<file path="config.mk">
export PLATFORM = sky130hd
export DESIGN_NAME = pc_fetch_unit
export DESIGN_NICKNAME = d
export VERILOG_FILES = /design/src/rtl/pc_fetch_pkg.sv /design/src/rtl/pc_mux.sv /design/src/rtl/pc_fetch_unit.sv
export SDC_FILE = /design/constraint.sdc
export NUM_CORES = 1
export LEC_CHECK = 0
export ABC_AREA = 0
export BUFFER_PORTS_ARGS = -buffer_cell sky130_fd_sc_hd__clkbuf_2
export CAP_MARGIN = 20
export CORE_UTILIZATION = 35
export CTS_CLUSTER_DIAMETER = 100
export CTS_CLUSTER_SIZE = 28
export DETAILED_ROUTE_END_ITERATION = 12
export HOLD_SLACK_MARGIN = 0.1
export PLACE_DENSITY = 0.58
export SYNTH_ARGS = -nofsm -noshare
export SYNTH_HDL_FRONTEND = slang
export SYNTH_SLANG_ARGS = --single-unit
</file>
<file path="constraint.sdc">
create_clock -name clk -period 6.5 [get_ports clk]
set_input_delay 1.3 -clock clk [delete_from_list [all_inputs] [get_ports clk]]
set_output_delay 1.3 -clock clk [all_outputs]
set_load 0.005 [all_outputs]
</file>
<file path="src/rtl/pc_fetch_pkg.sv">
// Shared types and constants for the PC / instruction-fetch path.
// Contents: fetch FSM state enum, instruction size, PC alignment mask,
// and a helper that forces a redirect target onto a word boundary.
package pc_fetch_pkg;

  localparam int unsigned XLEN        = 32;
  localparam int unsigned INSTR_BYTES = 4;
  localparam logic [XLEN-1:0] PC_ALIGN_MASK = 32'hFFFF_FFFC;

  typedef enum logic [1:0] {
    IDLE  = 2'd0,
    FETCH = 2'd1,
    WAIT  = 2'd2,
    HOLD  = 2'd3
  } fetch_state_e;

  // Redirect targets carry no meaningful low bits; clear them.
  function automatic logic [XLEN-1:0] align_pc(input logic [XLEN-1:0] addr);
    return addr & PC_ALIGN_MASK;
  endfunction

endpackage

</file>
<file path="src/rtl/pc_mux.sv">
// Next-PC selector: sequential PC or the (already aligned) redirect target.
// Ports:
//   sel_i       - 1 selects target_i (redirect), 0 selects pc_plus4_i
//   pc_plus4_i  - sequential next PC
//   target_i    - redirect address
//   pc_next_o   - selected next PC (combinational)
module pc_mux
  import pc_fetch_pkg::*;
(
  input  logic            sel_i,
  input  logic [XLEN-1:0] pc_plus4_i,
  input  logic [XLEN-1:0] target_i,
  output logic [XLEN-1:0] pc_next_o
);

  assign pc_next_o = sel_i ? target_i : pc_plus4_i;

endmodule

</file>
<file path="src/rtl/pc_fetch_unit.sv">
// Program-counter register and single-outstanding instruction-fetch sequencer.
// Ports:
//   clk, rst_n                      - clock, async active-low reset
//   pcsrc, pc_target                - redirect pulse and address from execute
//   imem_req_valid/addr/ready       - fetch request handshake (addr == pc)
//   imem_rsp_valid/data             - fetch response
//   if_valid/instr/pc/pc_plus4      - fetched instruction to decode
//   if_ready                        - decode accepts
//   pc                              - architectural PC
// All outputs come from registers or are decoded from registered state.
module pc_fetch_unit
  import pc_fetch_pkg::*;
#(
  parameter logic [31:0] RESET_PC = 32'h0000_0000
) (
  input  logic        clk,
  input  logic        rst_n,
  input  logic        pcsrc,
  input  logic [31:0] pc_target,
  output logic        imem_req_valid,
  output logic [31:0] imem_req_addr,
  input  logic        imem_req_ready,
  input  logic        imem_rsp_valid,
  input  logic [31:0] imem_rsp_data,
  output logic        if_valid,
  output logic [31:0] if_instr,
  output logic [31:0] if_pc,
  output logic [31:0] if_pc_plus4,
  input  logic        if_ready,
  output logic [31:0] pc
);

  localparam logic [1:0] S_IDLE  = IDLE;
  localparam logic [1:0] S_FETCH = FETCH;
  localparam logic [1:0] S_WAIT  = WAIT;
  localparam logic [1:0] S_HOLD  = HOLD;

  logic [1:0]  state_q, state_d;
  logic [31:0] pc_q, pc_d;
  logic        kill_q, kill_d;
  logic [31:0] instr_q, instr_d;
  logic [31:0] ipc_q, ipc_d;

  logic [31:0] pc_plus4_c;
  logic [31:0] target_c;
  logic [31:0] pc_next_c;

  assign pc_plus4_c = pc_q + 32'(INSTR_BYTES);
  assign target_c   = align_pc(pc_target);

  // Next-PC selection; only consumed on capture or redirect.
  pc_mux u_pc_mux (
    .sel_i      (pcsrc),
    .pc_plus4_i (pc_plus4_c),
    .target_i   (target_c),
    .pc_next_o  (pc_next_c)
  );

  // State and datapath registers.
  always_ff @(posedge clk or negedge rst_n) begin
    if (!rst_n) begin
      state_q <= S_IDLE;
      pc_q    <= RESET_PC;
      kill_q  <= 1'b0;
      instr_q <= 32'h0;
      ipc_q   <= 32'h0;
    end else begin
      state_q <= state_d;
      pc_q    <= pc_d;
      kill_q  <= kill_d;
      instr_q <= instr_d;
      ipc_q   <= ipc_d;
    end
  end

  // Next-state and datapath update.
  always_comb begin
    state_d = state_q;
    pc_d    = pc_q;
    kill_d  = kill_q;
    instr_d = instr_q;
    ipc_d   = ipc_q;
    case (state_q)
      S_IDLE: begin
        state_d = S_FETCH;
      end
      S_FETCH: begin
        if (imem_req_ready) begin
          state_d = S_WAIT;
          // Redirect on the accepting edge: the in-flight word is stale.
          kill_d  = pcsrc;
        end
        if (pcsrc) begin
          pc_d = pc_next_c;
        end
      end
      S_WAIT: begin
        if (imem_rsp_valid) begin
          kill_d = 1'b0;
          if (kill_q || pcsrc) begin
            state_d = S_FETCH;
          end else begin
            state_d = S_HOLD;
            instr_d = imem_rsp_data;
            ipc_d   = pc_q;
          end
          // A dropped stale word leaves pc alone unless a new redirect lands.
          if (pcsrc || !kill_q) begin
            pc_d = pc_next_c;
          end
        end else if (pcsrc) begin
          kill_d = 1'b1;
          pc_d   = pc_next_c;
        end
      end
      S_HOLD: begin
        if (pcsrc) begin
          state_d = S_FETCH;
          pc_d    = pc_next_c;
        end else if (if_ready) begin
          state_d = S_FETCH;
        end
      end
      default: begin
        state_d = S_IDLE;
      end
    endcase
  end

  assign imem_req_valid = (state_q == S_FETCH);
  assign imem_req_addr  = pc_q;
  assign pc             = pc_q;
  assign if_valid       = (state_q == S_HOLD);
  assign if_instr       = instr_q;
  assign if_pc          = ipc_q;
  assign if_pc_plus4    = ipc_q + 32'(INSTR_BYTES);

endmodule
</file>
==> flow_summary.toml <==
[clock_network]
postCtsSetupBuffers = 0
cts_sinks = 99
clk_path_buf_depth = 2
cts.clk_slew.worst_paths_ps = 70
cts_tree = "built"
cts_buffers = 9
clock-root-buffer = "clkbuf_16"
hold_buffers = 0
htreeDepth = 3
worstSkewPairLatency_ps = 350
cts_resized = 0

[timing]
setup_viol = 0
layout_setup_ws_ps = 2548
finalHoldViolations = 0
worst_pin_slew_ps = 918.7
finalCritPeriodShare_pct = 60.80
max_freq_mhz = 253.0
fin_worst_skew_ps = 6.386
max-slew-margin-rel_pct = 38.53
rsz0062_at_grt = "false"
drv_slew = 0
period_minus_slack_ps = 3952
tns_ps = 0

[worst_setup_path]
slowest_delay_ps = 760
ff2ff_path_depth = 7
cp_cell_sequence = "and4_1 -> nand4_1 -> nor2_1 -> nand4_1 -> xnor2_1 -> clkbuf_2"
critPathRequiredTime_ps = 5200
path_common_cell = "nand4_1"
critPathKind = "reg -> out"
r2r-end = "imem_req_addr[22]"
crit_path_top_delay_cell = "nor2_1"
cp_data_arrival_time_ps = 2650
startpoint_type = "register"
critPathMaxFanout = 8
r2r_start = "state_q[1]"
r2r_setup_slack_ps = 3860
end_kind = "output pin"

[power_and_ir_drop]
seq_power_share_pct = 41.5
p_sw_share_pct = 40.25
vdd_drop_max_mv = 0.1839
total_power_mw = 3.081
p_int_mw = 1.841
share_comb_of_total_power_pct = 41.9
netSwitchingPower_mw = 1.240
power_density_nw_per_um2 = 456.3
p_leak_nw = 3.332
clkPwrFrac_pct = 16.6

[final_layout]
finalNetCount = 773
utilization_pct = 44.42
antennaDiodeCount = 0
drive_gt1_share_pct = 46.15
area_delta_synth_final_pct = 24.13

[route]
antenna_left = 0
wire_per_inst_um = 16.53
drc = 0
dr.pass1.iters = 4
vias_per_cell = 5.294
num_vias = 4712
dr.first_iter.drc_count = 274
wl_um = 14710

[grt]
grt_pass1_vias = 4472
grt_pass1_wl_um = 23590
antenna_found_initial = 0
grt_max_degree = 54
grtUsageTotal_pct = 18.60
overflow = 0

[synth]
synth_edf_count = 0
synthTopCellsByArea = "dfrtp_1 46%, mux2_2 13%, buf_4 4.8%, xnor2_1 3.7%, nand4_1 2.8%"
synth.distinct_cells = 56
ys_warn_count = 0
synthDominantCellAreaShare_pct = 45.54
avgSynthCellArea_um2 = 10.54
yosys-top-cells-count = "99 x dfrtp_1, 63 x mux2_2, 35 x buf_4"
synth.most_common_cell = "dfrtp_1"
synth_top_area_cell = "dfrtp_1"
synth_cells = 516
ys.flop_type = "dfrtp_1"
synthArstFlopShare_pct = 100.0
synth.net_count = 592
ys_seq_elements = 99
syn-cell-area_um2 = 5440
ys_seq_area_share_pct = 45.54

[worst_hold_path]
hp-class = "reg -> reg"
min_to = "if_instr[19]"
holdPathStages = 1
min_from = "if_instr[19]"

[die]
die-area_um2 = 16050
initial_core_util_pct = 35.79
ios = 232
fp.dieW_um = 126.7
std_cell_rows = 45
core_um2 = 15200
die-height_um = 126.7

[placed_design]
place_hpwl_um = 10610
pre_cts_ws_ps = 2720
port_buffers = 229
gp_congestion = 0.7586

[outcome]
status = "finished clean"

[flow_run]
maxCapViolCount = 0
worst max-delay path: cells and delay by family (launching register included):
family / cells / cell delay [ps]
flip-flops: 1 / 490
AND/OR/NAND/NOR: 4 / 1490
buffers and inverters: 1 / 130
XOR/XNOR: 1 / 190
power by group through the flow:
stage,clock network [mW],logic [mW],registers [mW]
after floorplan,0,0.838,1.20
after detailed placement,0,1.31,1.29
after CTS,0.526,1.31,1.28
after global routing,0.549,1.44,1.34
after global placement,0,1.28,1.27
final,0.512,1.29,1.28
routing by layer:
metal | GRT usage [%] | up-vias | wire, um
met4 | 6.022 | 0 | 170
met5 | 0 | - | 0
met1 | 24.64 | 2327 | 6696
met3 | 3.712 | 10 | 847
met2 | 30.58 | 148 | 7000
li1 | - | 2227 | -
kinds of logic after synthesis:
logic type	count (synthesis)	synth area share, %
XOR/XNOR	29	4.669
adder cells (fa/ha/maj)	6	1.380
multiplexers	68	13.96
AO/OA/AOI/OAI	92	10.83
AND/OR/NAND/NOR	148	15.71
flip-flops	99	45.54
buffers and inverters	74	7.911
cells in the final DEF, fill, tap and decap left out, types with 6 or more instances in the layout:
cell	synthesis	final
ha_1	6	6
o21ai_0	16	16
dfrtp_1	99	99
clkbuf_16	0	9
and3_1	15	14
xnor2_1	23	23
xor2_1	6	6
nand4_1	24	24
nor3_1	10	10
nand3_1	27	27
nand2_1	23	23
clkbuf_2	0	228
o21ai_1	6	6
nor2_1	16	15
o22ai_1	15	15
inv_1	9	9
mux2_2	63	63
a21oi_1	25	25
buf_4	35	6
registers in the layout (all words and copies together), names as in the netlist:
signal / count
kill_q: 1
if_pc: 32
state_q: 2
if_instr: 32
imem_req_addr: 32
worst max path at each step:
stage          cells past startpoint          endpoint      from  slack [ps]
5_1_grt                            6   if_pc_plus4[25]  if_pc[9]        2390
6_report                           6   if_pc_plus4[31]  if_pc[9]        2550
3_3_place_gp                       5  imem_req_addr[5]     pcsrc        2780
4_1_cts                            6   if_pc_plus4[23]  if_pc[9]        2530
3_5_place_dp                       5  imem_req_addr[5]     pcsrc        2720
2_1_floorplan                      5   if_pc_plus4[31]  if_pc[9]        3660
layout make-up:
type	instances	area [um2]
tap	188	235.2
fill	1497	8449
clock buffer	10	239.0
inverter	10	37.54
clock inverter	6	41.29
multi-input combinational	343	2536
timing repair buffer	234	1186
sequential	99	2477
metrics by stage:
step	std cells	area [um2]	hold slack (ps)
final	890	6753	510.5
after global routing	890	6753	533.5
after CTS	889	6745	515.8
after detailed placement	873	6465	498.7
after global placement	873	6465	491.2
after floorplan	516	5440	505.4
Power figures use the tool's default switching activity.
